$ cat src/rtl/locked_adder_sched.sv
// Key loader and two-requester scheduler for a logic-locked 16-bit adder.
// Optional build macro LOCKED_ADDER_SCHED_FIXED_PRIO_EN: requester 0 always wins contention.
module locked_adder_sched #(
    parameter int SETTLE_CYC = 2
) (
    input  logic        clk_i,
    input  logic        rst_ni,
    input  logic        key_bit_i,
    input  logic        key_valid_i,
    output logic        key_ready_o,
    output logic [31:0] keyinput_o,
    input  logic [1:0]  req_i,
    input  logic [15:0] a0_i,
    input  logic [15:0] b0_i,
    input  logic [15:0] a1_i,
    input  logic [15:0] b1_i,
    output logic [1:0]  gnt_o,
    output logic [15:0] add1_o,
    output logic [15:0] add2_o,
    input  logic [16:0] sum_i,
    output logic        rsp_valid_o,
    input  logic        rsp_ready_i,
    output logic        rsp_id_o,
    output logic [16:0] rsp_data_o,
    output logic [1:0]  state_o
);

    // Handshake: a response transfers on any rising edge where rsp_valid_o && rsp_ready_i;
    // rsp_valid_o never drops and rsp_id_o/rsp_data_o never change until that transfer.
    typedef enum logic [1:0] {KEYLOAD, IDLE, SETTLE, RESP} state_t;

    state_t      state_q, state_d;
    logic [4:0]  key_cnt_q;
    logic [3:0]  settle_q;
    logic        id_q;
    logic        win;
    logic        issue;
    logic        key_last;

    assign issue    = (state_q == IDLE) && (req_i != 2'b00);
    assign key_last = (state_q == KEYLOAD) && key_valid_i && (key_cnt_q == 5'd31);
    assign state_o  = state_q;

`ifdef LOCKED_ADDER_SCHED_FIXED_PRIO_EN
    assign win = ~req_i[0];
`else
    // Pointer holds the last requester served; reset value 1 lets requester 0 win first.
    logic rr_last_q;

    assign win = (req_i == 2'b11) ? ~rr_last_q : req_i[1];

    always_ff @(posedge clk_i or negedge rst_ni) begin
        if (!rst_ni) begin
            rr_last_q <= 1'b1;
        end else if (issue) begin
            rr_last_q <= win;
        end
    end
`endif

    always_ff @(posedge clk_i or negedge rst_ni) begin
        if (!rst_ni) begin
            state_q <= KEYLOAD;
        end else begin
            state_q <= state_d;
        end
    end

    always_comb begin
        state_d = state_q;
        case (state_q)
            KEYLOAD: if (key_last) state_d = IDLE;
            IDLE:    if (issue) state_d = SETTLE;
            SETTLE:  if (settle_q == 4'd0) state_d = RESP;
            RESP:    if (rsp_ready_i) state_d = IDLE;
            default: state_d = KEYLOAD;
        endcase
    end

    always_ff @(posedge clk_i or negedge rst_ni) begin
        if (!rst_ni) begin
            key_cnt_q   <= 5'd0;
            keyinput_o  <= 32'd0;
            key_ready_o <= 1'b0;
            gnt_o       <= 2'b00;
            add1_o      <= 16'd0;
            add2_o      <= 16'd0;
            settle_q    <= 4'd0;
            id_q        <= 1'b0;
            rsp_valid_o <= 1'b0;
            rsp_id_o    <= 1'b0;
            rsp_data_o  <= 17'd0;
        end else begin
            gnt_o <= 2'b00;
            case (state_q)
                KEYLOAD: begin
                    if (key_valid_i) begin
                        keyinput_o[key_cnt_q] <= key_bit_i;
                        key_cnt_q             <= key_cnt_q + 5'd1;
                    end
                    if (key_last) key_ready_o <= 1'b1;
                end
                IDLE: begin
                    if (issue) begin
                        gnt_o    <= win ? 2'b10 : 2'b01;
                        add1_o   <= win ? a1_i : a0_i;
                        add2_o   <= win ? b1_i : b0_i;
                        id_q     <= win;
                        settle_q <= 4'(SETTLE_CYC);
                    end
                end
                SETTLE: begin
                    // Counter reaching zero marks SETTLE_CYC+1 edges since issue.
                    if (settle_q == 4'd0) begin
                        rsp_data_o  <= sum_i;
                        rsp_id_o    <= id_q;
                        rsp_valid_o <= 1'b1;
                    end else begin
                        settle_q <= settle_q - 4'd1;
                    end
                end
                RESP: begin
                    if (rsp_ready_i) rsp_valid_o <= 1'b0;
                end
                default: ;
            endcase
        end
    end

endmodule
$ cat config.mk
export PLATFORM = sky130hd
export DESIGN_NAME = locked_adder_sched
export DESIGN_NICKNAME = d
export VERILOG_FILES = /design/src/rtl/locked_adder_sched.sv
export SDC_FILE = /design/constraint.sdc
export NUM_CORES = 1
export LEC_CHECK = 0
export BUFFER_PORTS_ARGS = -buffer_cell sky130_fd_sc_hd__buf_2
export CAP_MARGIN = 20
export CORE_UTILIZATION = 33
export DETAILED_ROUTE_END_ITERATION = 12
export SYNTH_ARGS = -nofsm -noshare
export SYNTH_HDL_FRONTEND = slang
export SYNTH_SLANG_ARGS = --single-unit
export TNS_END_PERCENT = 5
$ cat constraint.sdc
create_clock -name clk_i -period 2 [get_ports clk_i]
set_input_delay 0.3 -clock clk_i [delete_from_list [all_inputs] [get_ports clk_i]]
set_output_delay 0.3 -clock clk_i [all_outputs]
set_load 0.01 [all_outputs]
# [Yosys cells after proc, flatten, opt, wreduce, memory -nomap -nowiden]
# Cells that the tools add are included.
[word_totals] reg_bits=99 in_bits=88 out_inout_bits=88 wordCells=64
[op_classes] addsub=2 magnitude_cmp=2 eq_ne=10 n_mux=20 bitwise_logic=1 reduce_logical=16
[op_table] operator="bitwise mux 32 bit" n=1
[op_table] operator="2-to-1 mux 16 bit" n=2
[op_table] operator="2-to-1 mux 2 bit" n=7
[op_table] operator="inequality test 2 bit (second input constant)" n=5
[op_table] operator="2-to-1 mux 4 bit" n=2
[op_table] operator="case mux 2 bit (4 select lines)" n=1
[op_table] operator="case mux 4 bit (2 select lines)" n=1
[op_table] operator="AND reduction 2 bit" n=4
[op_table] operator="equality test 2 bit (second input constant)" n=3
[op_table] operator="< comparator 5 x 6 -> 1 bit (second input constant)" n=1
[op_table] operator="AND reduction 3 bit" n=2
[op_table] operator="nonzero test 2 bit" n=3
[op_table] operator="adder 5 x 1 -> 5 bit (second input constant)" n=1
[op_table] operator="demux 1 bit (select 5 bit)" n=1
[op_table] operator="equality test 5 bit (second input constant)" n=1
[op_table] operator="greater-or-equal comparator 5 x 1 -> 1 bit (second input constant)" n=1
[op_table] operator="logical AND 1 bit" n=4
[op_table] operator="zero test 4 bit" n=1
[op_table] operator="2-to-1 mux 1 bit" n=4
[op_table] operator="AND reduction 4 bit" n=1
[op_table] operator="subtractor 4 x 1 -> 4 bit (second input constant)" n=1
[op_table] operator="equality test 2 x 1 -> 1 bit (second input constant)" n=1
[op_table] operator="zero test 2 bit" n=1
[op_table] operator="case mux 1 bit (2 select lines)" n=1
[op_table] operator="inverter 1 bit" n=1

# [Logic depth before layout (Yosys ltp)]
[logic_depth] depth_word=5 depth_mapped=8 ltp_nobuf=6

# [Worst setup path before layout]
# Ideal clock, no wire load.
[synth_timing] kind="flip-flop to flip-flop" start="register state_q[0] (netlist: state_o[0])" end="register settle_q[1]" setup_ps=127 t_arrival_ps=1702 t_required_ps=1873 slack_ps=171 path_stages_with_launch=7 path_buffers=1 period_less_slack_ps=1829 path_cell_list="dfrtp_1 inv_1 ha_1 buf_4 nor4bb_1 or3_4 mux2_1"
[synth_between] elab_chain_len=4 elab_cells_between_ends=8 cone_classes="4 x eq/ne; 1 x mux; 3 x reduce/logical"
[synth_lines] element="from (decl)" line="32" rtl="state_t state_q, state_d;"
[synth_lines] element="from (signal assigned)" line="65" rtl="state_q <= state_d;"
[synth_lines] element="equality test 2 x 1 -> 1 bit" line="40, 95"
[synth_lines] element="logical AND 1 bit" line="40" rtl="assign issue = (state_q == IDLE) && (req_i != 2'b00);"
[synth_lines] element="inequality test 2 bit (no line)"
[synth_lines] element="AND reduction 3 bit (no line)"
[synth_lines] element="to (signal assigned)" line="109" rtl="settle_q <= 4'(SETTLE_CYC);"
[synth_lines] element="to (signal assigned)" line="119" rtl="settle_q <= settle_q - 4'd1;"
[synth_lines] element="to (decl)" line="34" rtl="logic [3:0] settle_q;"
# Parallel ways exist; a longest one is shown, timed or not.
# A chain may end at the register's enable or synchronous reset.

# [Final worst setup path]
[layout_timing] start="register state_q[0] (netlist: state_o[0])" end="register keyinput_o[23]"
[layout_between] elab_chain_len=2
[layout_lines] element="zero test 2 bit" line="95" rtl="case (state_q)"
[layout_lines] element="AND reduction 2 bit (no line)"
[layout_lines] element="to (signal, indexed assignment)" line="98" rtl="keyinput_o[key_cnt_q] <= key_bit_i;"
[layout_lines] element="to (decl)" line="11" rtl="output logic [31:0] keyinput_o,"
# No other way between the ends.

==> impl_metrics.ini <==
[status]
status = finished, final reports clean

[route]
routed-wl-met2_um = 4860
avgRoutedWirePerCell_um = 14.0
wl_met3_um = 544
routed.top_layer = met4
routed_wl_um = 10300
wl_met1_um = 4700
first_pass_iters = 4
vias = 3473
drt-initial-drc-count = 123
drc = 0
via_per_inst = 4.74
ant_nets = 0

[floorplanning]
fp.dieH_um = 117
dieArea_mm2 = 0.0138
ios = 176
num_rows = 41
die_w_um = 117
initial_core_util_pct = 34.4
core_area_mm2 = 0.0128

[worst_setup_path]
crit_type = flip-flop to flip-flop
cp_cell_sequence = inv_1 > ha_1 > nand3_1 > nor2_1 > mux2_2
regToRegSetupSlack_ns = 0.18
r2r-end = keyinput_o[23]
critPathArrivalTime_ns = 2.04
slowest_stage = dfrtp_1
rr_startpoint = state_o[0]
worstSetupEndpointType = flip-flop
cp_slowest_stage_delay_ns = 0.45
required_ns = 2.22
ff2ff_path_depth = 5
worstPathMaxFanout = 11
cp-start-kind = flip-flop

[clocking]
cts_buffers = 9
clockBufferDepth = 2
clk_latency_ns = 0.34
cts.sinks = 99
postCtsSetupBuffers = 0
htreeDepth = 3
root_buffer = clkbuf_16
cts_tree = yes
cts.clk_slew.worst_paths_ns = 0.07
cts-resized-gates = 0

[power_and_ir_drop]
power.total_mw = 7.77
vdd_drop_max_mv = 0.541
leakage_nw = 3.03
power-per-cell-area_mw_per_mm2 = 1330

[sta]
max_freq_mhz = 550
rsz0062_at_grt = no
fin_setup_tns_ns = 0
setup_viol = 0
drv_slew = 0
period_share_pct = 90.9
timing.hold.ws_ns = 0.152
period_needed_ns = 1.82
skew_ns = 0.00657
worst_pin_slew_ns = 0.519
maxSlewHeadroom_pct = 65.3
hold_viol = 0

[synthesis]
yosys_register_bits = 99
syn_inst = 382
synth_area_per_cell_um2 = 11.5
yosysWarnings = 0
synth-main-ff-cell = dfrtp_1
ys_seq_area_share_pct = 56.4
async_flop_share_pct = 100
yosysUniqueCellTypes = 39
syn_area_mm2 = 0.00439
synth_edf_count = 0
syn_nets = 482

[grt]
first_global_vias = 3402
grt_antenna_before_repair = 0
grt_overflow_total = 0
grt_pass1_wl_um = 17100
grt_util_all_layers_pct = 15.5
grt_start_max_net_pins = 42

[worst_hold_path]
min-delay-start = sum_i[5]
hold_class = primary input to flip-flop
min_path_cells = 3
hold_path_end = rsp_data_o[5]

[cells_and_area]
final_common_cell = buf_2
nets = 656
final_cell_mix = buf_2, dfrtp_1, nand2_1
n_antenna_cell = 0
area_delta_synth_final_pct = 32.6
drive_gt1_share_pct = 41.2
final_util_pct = 45.6

[placement]
hpwlAfterDp_um = 7340
place_congestion = 0.731
portBuffers = 175

[run]
drv_cap = 0
## metal layers
metal / track usage, % / vias up
li1: - / 1670
met1: 20.1 / 1677
met2: 24.9 / 114
met3: 3.16 / 12
met4: 7.06 / 0
met5: 0 / -
## where the power goes
group	leakage, nW	switching, mW	internal, mW	total, mW
Sequential	1.25	0.440	2.70	3.14
Clock	0.147	0.720	1.00	1.73
Combinational	1.63	1.49	1.41	2.90
Total	3.03	2.65	5.12	7.77
## flip-flops by register name, summed over array words and instances, names as in the netlist
signal,count
keyinput_o,32
gnt_o,2
add2_o,16
rr_last_q,1
id_q,1
rsp_id_o,1
settle_q,4
key_ready_o,1
key_cnt_q,5
state_o,2
rsp_valid_o,1
add1_o,16
rsp_data_o,17
## worst max path at each step
stage | start | to | slack (ns)
4_1_cts | state_o[1] | add1_o[10] | 0.15
2_1_floorplan | state_o[0] | settle_q[1] | 0.17
6_report | state_o[0] | keyinput_o[23] | 0.18
3_5_place_dp | req_i[1] | add1_o[10] | 0.15
5_1_grt | state_o[1] | keyinput_o[23] | 0.04
3_3_place_gp | state_o[0] | keyinput_o[12] | 0.21
## synth_stat cells (2+ instances only)
| cell | instances | area share (%) |
|---|---|---|
| dfrtp_1 | 98 | 56 |
| nand2_1 | 76 | 6.5 |
| a221o_1 | 32 | 7.3 |
| and2_0 | 28 | 4.0 |
| mux2_2 | 24 | 6.2 |
| nor2_1 | 18 | 1.5 |
| clkbuf_1 | 12 | 1.0 |
| ha_1 | 12 | 3.4 |
| mux2_1 | 11 | 2.8 |
| inv_1 | 9 | 0.77 |
| buf_2 | 8 | 0.91 |
| nand3_1 | 7 | 0.80 |
| and3_1 | 5 | 0.71 |
| and2_1 | 4 | 0.57 |
| nand3b_1 | 4 | 0.68 |
| mux2i_1 | 3 | 0.68 |
| nor3b_1 | 3 | 0.51 |
| o21ai_0 | 3 | 0.34 |
| a21o_1 | 2 | 0.34 |
| buf_4 | 2 | 0.34 |
| o311ai_1 | 2 | 0.40 |
| xnor2_1 | 2 | 0.40 |
## logic make-up (layout without fill, tap and decap cells)
logic type,count (synthesis),count (layout),synth area share (%)
fa+ha+maj,12,12,3.42
flops,99,99,56.4
compound gates,46,46,10.0
simple gates,153,153,16.9
buf+inv,31,210,3.05
xor+xnor,3,3,0.598
mux,38,38,9.66
## layout make-up
cell class              instances  area [um2]
clock inverters                 4        48.8
inverters                       9        33.8
clock buffers                  12         246
multi-input cells             252        1800
well taps                     172         215
flip-flops and latches         99        2480
repair buffers                185         997
fillers                      1214        6950
## worst max-delay path, delay by kind of cell (launching register included)
kind                     cells  cell delay, ns
adder cells (fa/ha/maj)      1            0.33
buffers and inverters        1            0.13
flip-flops                   1            0.45
multiplexers                 1            0.34
AND/OR/NAND/NOR              2            0.44
## what timing repair did
action,CTS,global route
endpoints found under the setup margin,0,0
endpoints found under the hold margin,19,0
hold buffers,1,0
## metrics by stage
stage,setup slack [ns],std cells,cell area (um2)
2_1_floorplan,0.171,382,4390
3_3_place_gp,0.208,715,5510
3_5_place_dp,0.153,715,5510
4_1_cts,0.147,732,5810
5_1_grt,0.0406,733,5820
6_report,0.181,733,5820
Power figures use the tool's default switching activity.
